[src/rtl/truth_table_sweeper.sv]
// Self-test sequencer for a 3-input, 1-output logic block. It steps the inputs
// through all 8 rows, samples the block output and compares the 8-bit table.
module truth_table_sweeper #(
  parameter int unsigned SETTLE   = 4,
  parameter logic [7:0]  EXPECTED = 8'h9A
) (
  input  logic       clk,
  input  logic       rst_n,
  input  logic       start,
  input  logic       abort,
  output logic       in1,
  output logic       in2,
  output logic       in3,
  input  logic       dut_out,
  output logic       busy,
  output logic       done,
  output logic       table_valid,
  output logic [7:0] tt,
  output logic       match,
  output logic [7:0] mismatch
);

  localparam logic [1:0] IDLE   = 2'd0;
  localparam logic [1:0] APPLY  = 2'd1;
  localparam logic [1:0] SAMPLE = 2'd2;
  localparam logic [1:0] DONE   = 2'd3;

  localparam logic [7:0] CNT_LAST = 8'(SETTLE - 1);

  logic [1:0] state_q, state_d;
  logic [2:0] row_q, row_d;
  logic [7:0] cnt_q, cnt_d;
  logic [7:0] tt_q, tt_d;
  logic [7:0] mm_q, mm_d;
  logic       tv_q, tv_d;
  logic       match_q, match_d;

  always_comb begin
    state_d = state_q;
    row_d   = row_q;
    cnt_d   = cnt_q;
    tt_d    = tt_q;
    mm_d    = mm_q;
    tv_d    = tv_q;
    match_d = match_q;
    case (state_q)
      IDLE: begin
        if (start) begin
          state_d = APPLY;
          row_d   = 3'd0;
          cnt_d   = 8'd0;
          tt_d    = 8'h00;
          mm_d    = 8'h00;
          tv_d    = 1'b0;
          match_d = 1'b0;
        end
      end
      APPLY: begin
        if (abort) begin
          state_d = IDLE;
          row_d   = 3'd0;
          cnt_d   = 8'd0;
        end else if (cnt_q == CNT_LAST) begin
          state_d = SAMPLE;
          cnt_d   = 8'd0;
        end else begin
          cnt_d = cnt_q + 8'd1;
        end
      end
      SAMPLE: begin
        if (abort) begin
          state_d = IDLE;
          row_d   = 3'd0;
          cnt_d   = 8'd0;
        end else begin
          // Row 000 lands in the MSB (Cello hex ordering).
          tt_d[3'd7 - row_q] = dut_out;
          cnt_d = 8'd0;
          if (row_q == 3'd7) begin
            state_d = DONE;
            row_d   = 3'd0;
            tv_d    = 1'b1;
            match_d = (tt_d == EXPECTED);
            mm_d    = tt_d ^ EXPECTED;
          end else begin
            state_d = APPLY;
            row_d   = row_q + 3'd1;
          end
        end
      end
      DONE:    state_d = IDLE;
      default: state_d = IDLE;
    endcase
  end

  always_ff @(posedge clk) begin
    if (!rst_n) begin
      state_q <= IDLE;
      row_q   <= 3'd0;
      cnt_q   <= 8'd0;
      tt_q    <= 8'h00;
      mm_q    <= 8'h00;
      tv_q    <= 1'b0;
      match_q <= 1'b0;
    end else begin
      state_q <= state_d;
      row_q   <= row_d;
      cnt_q   <= cnt_d;
      tt_q    <= tt_d;
      mm_q    <= mm_d;
      tv_q    <= tv_d;
      match_q <= match_d;
    end
  end

  // Row register is the DUT drive; it is parked at 000 outside a sweep.
  assign {in1, in2, in3} = row_q;
  assign busy        = (state_q != IDLE);
  assign done        = (state_q == DONE);
  assign table_valid = tv_q;
  assign tt          = tt_q;
  assign match       = match_q;
  assign mismatch    = mm_q;

endmodule

[config.mk]
export PLATFORM = sky130hd
export DESIGN_NAME = truth_table_sweeper
export DESIGN_NICKNAME = d
export VERILOG_FILES = /design/src/rtl/truth_table_sweeper.sv
export SDC_FILE = /design/constraint.sdc
export NUM_CORES = 1
export LEC_CHECK = 0
export BUFFER_PORTS_ARGS = -buffer_cell sky130_fd_sc_hd__buf_4
export CAP_MARGIN = 15
export CORE_MARGIN = 5
export CORE_UTILIZATION = 35
export DETAILED_ROUTE_END_ITERATION = 8
export PLACE_DENSITY = 0.65
export SKIP_LAST_GASP = 1
export SLEW_MARGIN = 20
export SYNTH_ARGS = -nofsm -noshare
export SYNTH_HDL_FRONTEND = slang
export SYNTH_SLANG_ARGS = --single-unit
[constraint.sdc]
create_clock -name clk -period 2.8 [get_ports clk]
set_input_delay 0.14 -clock clk [delete_from_list [all_inputs] [get_ports clk]]
set_output_delay 0.14 -clock clk [all_outputs]
set_load 0.05 [all_outputs]
==> results of run 1 <==
==> state kept, by name (all words and copies together), names as in the netlist <==
| signal | count |
|---|---|
| cnt_q | 8 |
| mismatch | 8 |
| tt | 8 |
| row_q | 3 |
| state_q | 2 |
| match | 1 |
| table_valid | 1 |
==> power by group <==
group | total [uW] | internal, uW | switching, uW | leakage [uW]
Sequential | 449 | 444 | 4.94 | 0.000250
Clock | 313 | 165 | 147 | 0.0000371
Combinational | 58.4 | 20.5 | 37.9 | 0.000461
Total | 820 | 630 | 190 | 0.000748
==> layer usage <==
layer	vias to the layer above	track usage	wire [um]
li1	697	-	-
met1	638	0.162	1750
met2	23	0.191	1640
met3	2	0.0359	156
met4	0	0.0636	36
met5	-	0	0
==> kinds of logic (layout without fill, tap and decap cells) <==
kind of cell,after synthesis,after routing,synth area share
AOI/OAI and AO/OA,37,37,0.151
xor gates and xnor gates,6,6,0.0327
adders and majority gates,3,3,0.0234
buffers and inverters,9,34,0.0234
DFF,31,31,0.387
muxes,9,9,0.0577
and+or+nand+nor,89,89,0.325
==> final cells by class <==
type | count | area, sq um | share of cell area
Clock buffer | 6 | 72.6 | 0.0380
Inverter | 1 | 3.75 | 0.00196
Multi-Input combinational cell | 144 | 947 | 0.495
Timing Repair Buffer | 27 | 203 | 0.106
Tap cell | 52 | 65.1 | 0.0340
Sequential cell | 31 | 621 | 0.325
==> cells in the final DEF, fill, tap and decap left out, types with 2 or more instances in the layout <==
cell / n
a21boi_0: 2
a21boi_1: 4
a21o_1: 2
a22oi_1: 7
and2_1: 11
and3_1: 2
buf_4: 27
clkbuf_8: 5
dfxtp_1: 31
ha_1: 3
mux2_2: 2
mux2i_1: 7
nand2_1: 18
nand2b_1: 2
nand3_1: 7
nand3b_1: 3
nand4_1: 3
nor2_1: 10
nor2b_1: 10
nor3_1: 4
nor3_2: 2
nor3b_1: 4
nor4b_1: 2
o211ai_1: 2
o21ai_0: 15
xor2_1: 5
==> worst paths after layout <==
check | from | endpoint | cells after the start
max | row_q[0]$_SDFFE_PN0P_ | match$_SDFFE_PN0P_ | 6
min | rst_n | cnt_q[0]$_SDFFE_PN0P_ | 2
max reg2reg | row_q[0]$_SDFFE_PN0P_ | match$_SDFFE_PN0P_ | 6
min reg2reg | match$_SDFFE_PN0P_ | match$_SDFFE_PN0P_ | 2
==> through the flow <==
stage               total power (uW)  hold slack [ns]  area, sq um  worst slack, ns
floorplan                        498            0.293         1610            0.876
global placement                 518            0.472         1840            0.956
detailed placement               517            0.482         1840            0.904
CTS                              829            0.218         1910            0.882
global route                     851            0.247         1910            0.690
finish                           820            0.218         1910            0.871
==> impl_metrics.yaml, run 1 <==
outcome:
  status: "finished, final reports clean"
route:
  first_pass_iters: 4
  antenna_left: 0
  vias: 1360
  route.detailed.drc: 0
  routed_wl_um: 3580
  initialDrtViolationCount: 83
  wl_per_cell_um: 13.7
  vias_per_cell: 5.21
setup_path:
  worst_path_most_repeated_cell: "ha_1"
  cp_max_fo: 17
  crit_type: "register to register"
  end_kind: "register"
  arrival_ns: 2.15
  crit_path_start_kind: "register"
  cp.required_ns: 3.02
  crit_family: "simple AND/OR/NAND/NOR gates"
  max_stage_delay_ns: 0.62
  slowest_stage: "dfxtp_1"
  worstPathBufferInverterCount: 0
  reg2reg_slack_ns: 0.87
  path_cells: "ha_1, ha_1, or3b_4, nor3_2, nand4_1, a21boi_1"
sta:
  setup_tns_ns: 0
  slew_headroom: 0.580
  worst-slew-pin-transition_ns: 0.626
  rsz0062_at_grt: "false"
  setup_viol: 0
  fin_crit_ns: 1.93
  fmax_mhz: 518
  maxSlewViolCount: 0
  hold_violations: 0
  finalClockSkew_ns: 0.00827
  finalCritPeriodShare: 0.689
power_and_ir_drop:
  p_leak_uw: 0.000748
  ir_drop_mv: 0.205
  power.density_nw_per_um2: 429
cts:
  post_cts_buffers: 0
  cts-root-buf: "clkbuf_8"
  cts_made_buffers: 5
  htreeDepth: 2
  worstSkewPairLatency_ns: 0.28
  hold_buffers: 0
  cts.repair.resized: 0
  clk_pin_slew_ns: 0.06
  clock_path_buffers: 2
  cts.sinks: 31
  cts_tree: "done"
floorplan:
  start_util: 0.364
  die_w_um: 77.7
  ios: 28
  core-area_sq_um: 4410
  die_h_um: 77.7
  row_count: 24
  die-area_sq_um: 6040
synth:
  yosysTopAreaCell: "dfxtp_1"
  yosysMostFrequentCell: "dfxtp_1"
  ys_warn_count: 0
  syn_avg_cell_area_sq_um: 8.72
  syn-num-nets: 192
  synth_area_leaders: "dfxtp_1 (39%), o21ai_0 (4.7%), mux2i_1 (4.4%)"
  ys.flop_type: "dfxtp_1"
  netlist_top_cells_count: "dfxtp_1 (31), nand2_1 (18), o21ai_0 (15)"
  synth_edf_count: 0
  syn_inst: 184
  ys_seq_elements: 31
  async_flop_share: 0
  netlist_area_sq_um: 1610
  synthDistinctLibCells: 44
  yosysSeqAreaShare: 0.387
  netlist.area_leader.share: 0.387
placement:
  dpl.cell_count: 255
  portBuffers: 27
  place_hpwl_um: 2510
  place_congestion: 0.837
cells_and_area:
  fin_cells: 261
  layout.nets: 218
  drive_above_1_share: 0.206
  fill_cells: 439
  area_delta_synth_final_pct: 19.1
  n_antenna_cell: 0
  final_util: 0.433
global_route:
  antenna_found_initial: 0
  grt-ovfl-total: 0
  grt_pass1_wl_um: 6240
  grt_usage: 0.126
  grt_max_degree: 27
  grt_pass1_vias: 1386
worst_hold_path:
  hold_path_class: "primary input to register"
job:
  cap_violations: 0
(Power assumes the default switching activity.)
==> inputs of run 2 (changes only) <==
--- a/config.mk
+++ b/config.mk
@@ -5,6 +5,7 @@
 export SDC_FILE = /design/constraint.sdc
 export NUM_CORES = 1
 export LEC_CHECK = 0
+export ABC_AREA = 1
 export BUFFER_PORTS_ARGS = -buffer_cell sky130_fd_sc_hd__buf_4
 export CAP_MARGIN = 15
 export CORE_MARGIN = 5
==> constraint.sdc (replaced) <==
create_clock -name clk -period 2 [get_ports clk]
set_input_delay 0.1 -clock clk [delete_from_list [all_inputs] [get_ports clk]]
set_output_delay 0.1 -clock clk [all_outputs]
set_load 0.05 [all_outputs]
==> run 2 against run 1 <==
Compared with the run above:
- die area shrank 4.4%
- clock skew down 0.0030 ns
- global-route usage up 0.46 points
- design area is 2.2% lower
- largest power group unchanged
==> impl_metrics.yaml, run 2 <==
power_and_ir_drop:
  p_leak_uw: 0.000788
  sw_frac_of_total: 0.255
  p_int_uw: 981
  comb_power_share: 0.106
  power.density_nw_per_um2: 704
  p_sw_uw: 336
  pwr-share-seq: 0.483
  ir_drop_mv: 0.381
  p_clk_frac: 0.411
synth:
  yosysMostFrequentCell: "nand2_1"
  ys_seq_elements: 31
  syn-num-nets: 225
  ys_warn_count: 0
  netlist_top_cells_count: "nand2_1 (61), dfxtp_1 (31), a21oi_1 (25)"
  yosysTopAreaCell: "dfxtp_1"
  synthDistinctLibCells: 25
  netlist_area_sq_um: 1520
  synth_edf_count: 0
  syn_avg_cell_area_sq_um: 7.02
  netlist.area_leader.share: 0.407
  syn_inst: 217
  synth_area_leaders: "dfxtp_1 (41%), nand2_1 (15%), a21oi_1 (8.2%)"
  ys.flop_type: "dfxtp_1"
  yosysSeqAreaShare: 0.407
  async_flop_share: 0
cts:
  cts_tree: "done"
  hold_buffers: 0
  cts.repair.resized: 0
  htreeDepth: 2
  cts-root-buf: "clkbuf_8"
  worstSkewPairLatency_ns: 0.29
  cts.sinks: 31
  cts_made_buffers: 5
  post_cts_buffers: 0
  clock_path_buffers: 2
  clk_pin_slew_ns: 0.06
floorplan:
  die_w_um: 76.0
  die_h_um: 76.0
  die-area_sq_um: 5770
  core-area_sq_um: 4290
  row_count: 24
  start_util: 0.355
  ios: 28
sta:
  finalClockSkew_ns: 0.00525
  rsz0062_at_grt: "false"
  maxSlewViolCount: 0
  hold_slack_ns: 0.107
  slew_headroom: 0.559
  finalCritPeriodShare: 0.816
  fmax_mhz: 613
  setup_tns_ns: 0
  worst-slew-pin-transition_ns: 0.661
  fin_crit_ns: 1.63
  setup_viol: 0
  hold_violations: 0
setup_path:
  arrival_ns: 1.84
  r2r_start: "row_q[1]$_SDFFE_PN0P_"
  cp_max_fo: 13
  reg2reg_slack_ns: 0.37
  r2r_cells: 6
  max_stage_delay_ns: 0.58
  path_cells: "ha_1, ha_1, nand3_1, inv_2, nand3_1, a21oi_1"
  end_kind: "register"
  cp.required_ns: 2.21
  crit_type: "register to register"
  r2r-end: "mismatch[5]$_SDFFE_PN0P_"
  crit_path_start_kind: "register"
  slowest_stage: "dfxtp_1"
cells_and_area:
  n_antenna_cell: 0
  final_common_cell: "nand2_1"
  final_cell_mix: "nand2_1 (61), dfxtp_1 (31), buf_4 (27), a21oi_1 (25), inv_1 (24)"
  seq_area_sq_um: 621
  multi_input_area_sq_um: 779
  drive_above_1_share: 0.211
  fill_cells: 457
  area_delta_synth_final_pct: 22.7
  final_util: 0.435
  final_area_sq_um: 1870
  layout.nets: 254
worst_hold_path:
  hold_start: "rst_n"
  hold_path_class: "primary input to register"
  hold_path_end: "tt[2]$_SDFFE_PN0P_"
  holdPathStages: 3
placement:
  place_hpwl_um: 2660
  placed_area_sq_um: 1770
  portBuffers: 27
  place_congestion: 0.853
route:
  route.detailed.drc: 0
  routed_wl_um: 3450
  vias_per_cell: 4.83
  wl_per_cell_um: 11.5
  antenna_left: 0
  first_pass_iters: 4
  initialDrtViolationCount: 93
  vias: 1444
outcome:
  status: "finished, final reports clean"
global_route:
  grt_usage: 0.131
  grt_max_degree: 22
  grt_pass1_wl_um: 6240
  grt_pass1_vias: 1388
  grt-ovfl-total: 0
  antenna_found_initial: 0
job:
  cap_violations: 0
[run 2: changes by cell type after synthesis, sizes merged, moves of 9 or more]
cell	before	now
a21oi	1	25
and2	12	0
inv	1	27
nand2	18	65
nand3	7	16
nor2b	10	0
[run 2: metal layers]
metal,part of all wire,GRT usage,vias to the layer above,wire length [um]
li1,-,-,766,-
met1,0.47,0.159,646,1640
met2,0.46,0.211,28,1590
met3,0.054,0.0496,4,185
met4,0.011,0.0427,0,38
met5,0,0,-,0
[run 2: stage by stage]
step / setup WS (ns) / std cells / power [uW]
after CTS: 0.368 / 299 / 1330
final: 0.368 / 299 / 1320
after global placement: 0.430 / 291 / 790
after detailed placement: 0.388 / 291 / 791
after global routing: 0.187 / 299 / 1380
after floorplan: 0.405 / 217 / 747
[run 2: worst max path at each step]
| stage | startpoint | endpoint | slack [ns] |
|---|---|---|---|
| 6_report | row_q[1]$_SDFFE_PN0P_ | mismatch[5]$_SDFFE_PN0P_ | 0.37 |
| 3_5_place_dp | row_q[1]$_SDFFE_PN0P_ | mismatch[5]$_SDFFE_PN0P_ | 0.39 |
| 3_3_place_gp | row_q[1]$_SDFFE_PN0P_ | mismatch[5]$_SDFFE_PN0P_ | 0.43 |
| 4_1_cts | row_q[1]$_SDFFE_PN0P_ | mismatch[5]$_SDFFE_PN0P_ | 0.37 |
| 2_1_floorplan | row_q[0]$_SDFFE_PN0P_ | match$_SDFFE_PN0P_ | 0.41 |
| 5_1_grt | row_q[1]$_SDFFE_PN0P_ | mismatch[3]$_SDFFE_PN0P_ | 0.19 |
[run 2: worst max-delay path, delay by kind of cell (launching register included)]
family | cells | cell delay (ns)
compound gates | 1 | 0.15
simple gates | 2 | 0.26
fa+ha+maj | 2 | 0.40
buf+inv | 1 | 0.18
flops | 1 | 0.58
[run 2: kinds of logic after synthesis]
logic type	count (synthesis)	synth area share
compound gates	38	0.141
xor+xnor	1	0.00575
simple gates	112	0.340
flops	31	0.407
buf+inv	32	0.0813
fa+ha+maj	3	0.0246
[run 2: power by group through the flow]
stage               sequential (uW)  clock, uW  combinational, uW
floorplan                       671          0               76.4
global placement                650          0                140
detailed placement              650          0                141
CTS                             637        554                141
global route                    638        588                155
finish                          636        541                139
[run 2: cell type report]
| class | instances | area share |
|---|---|---|
| well taps | 52 | 0.0348 |
| flip-flops and latches | 31 | 0.332 |
| multi-input cells | 154 | 0.417 |
| repair buffers | 27 | 0.108 |
| inverters | 27 | 0.0542 |
| clock buffers | 8 | 0.0535 |
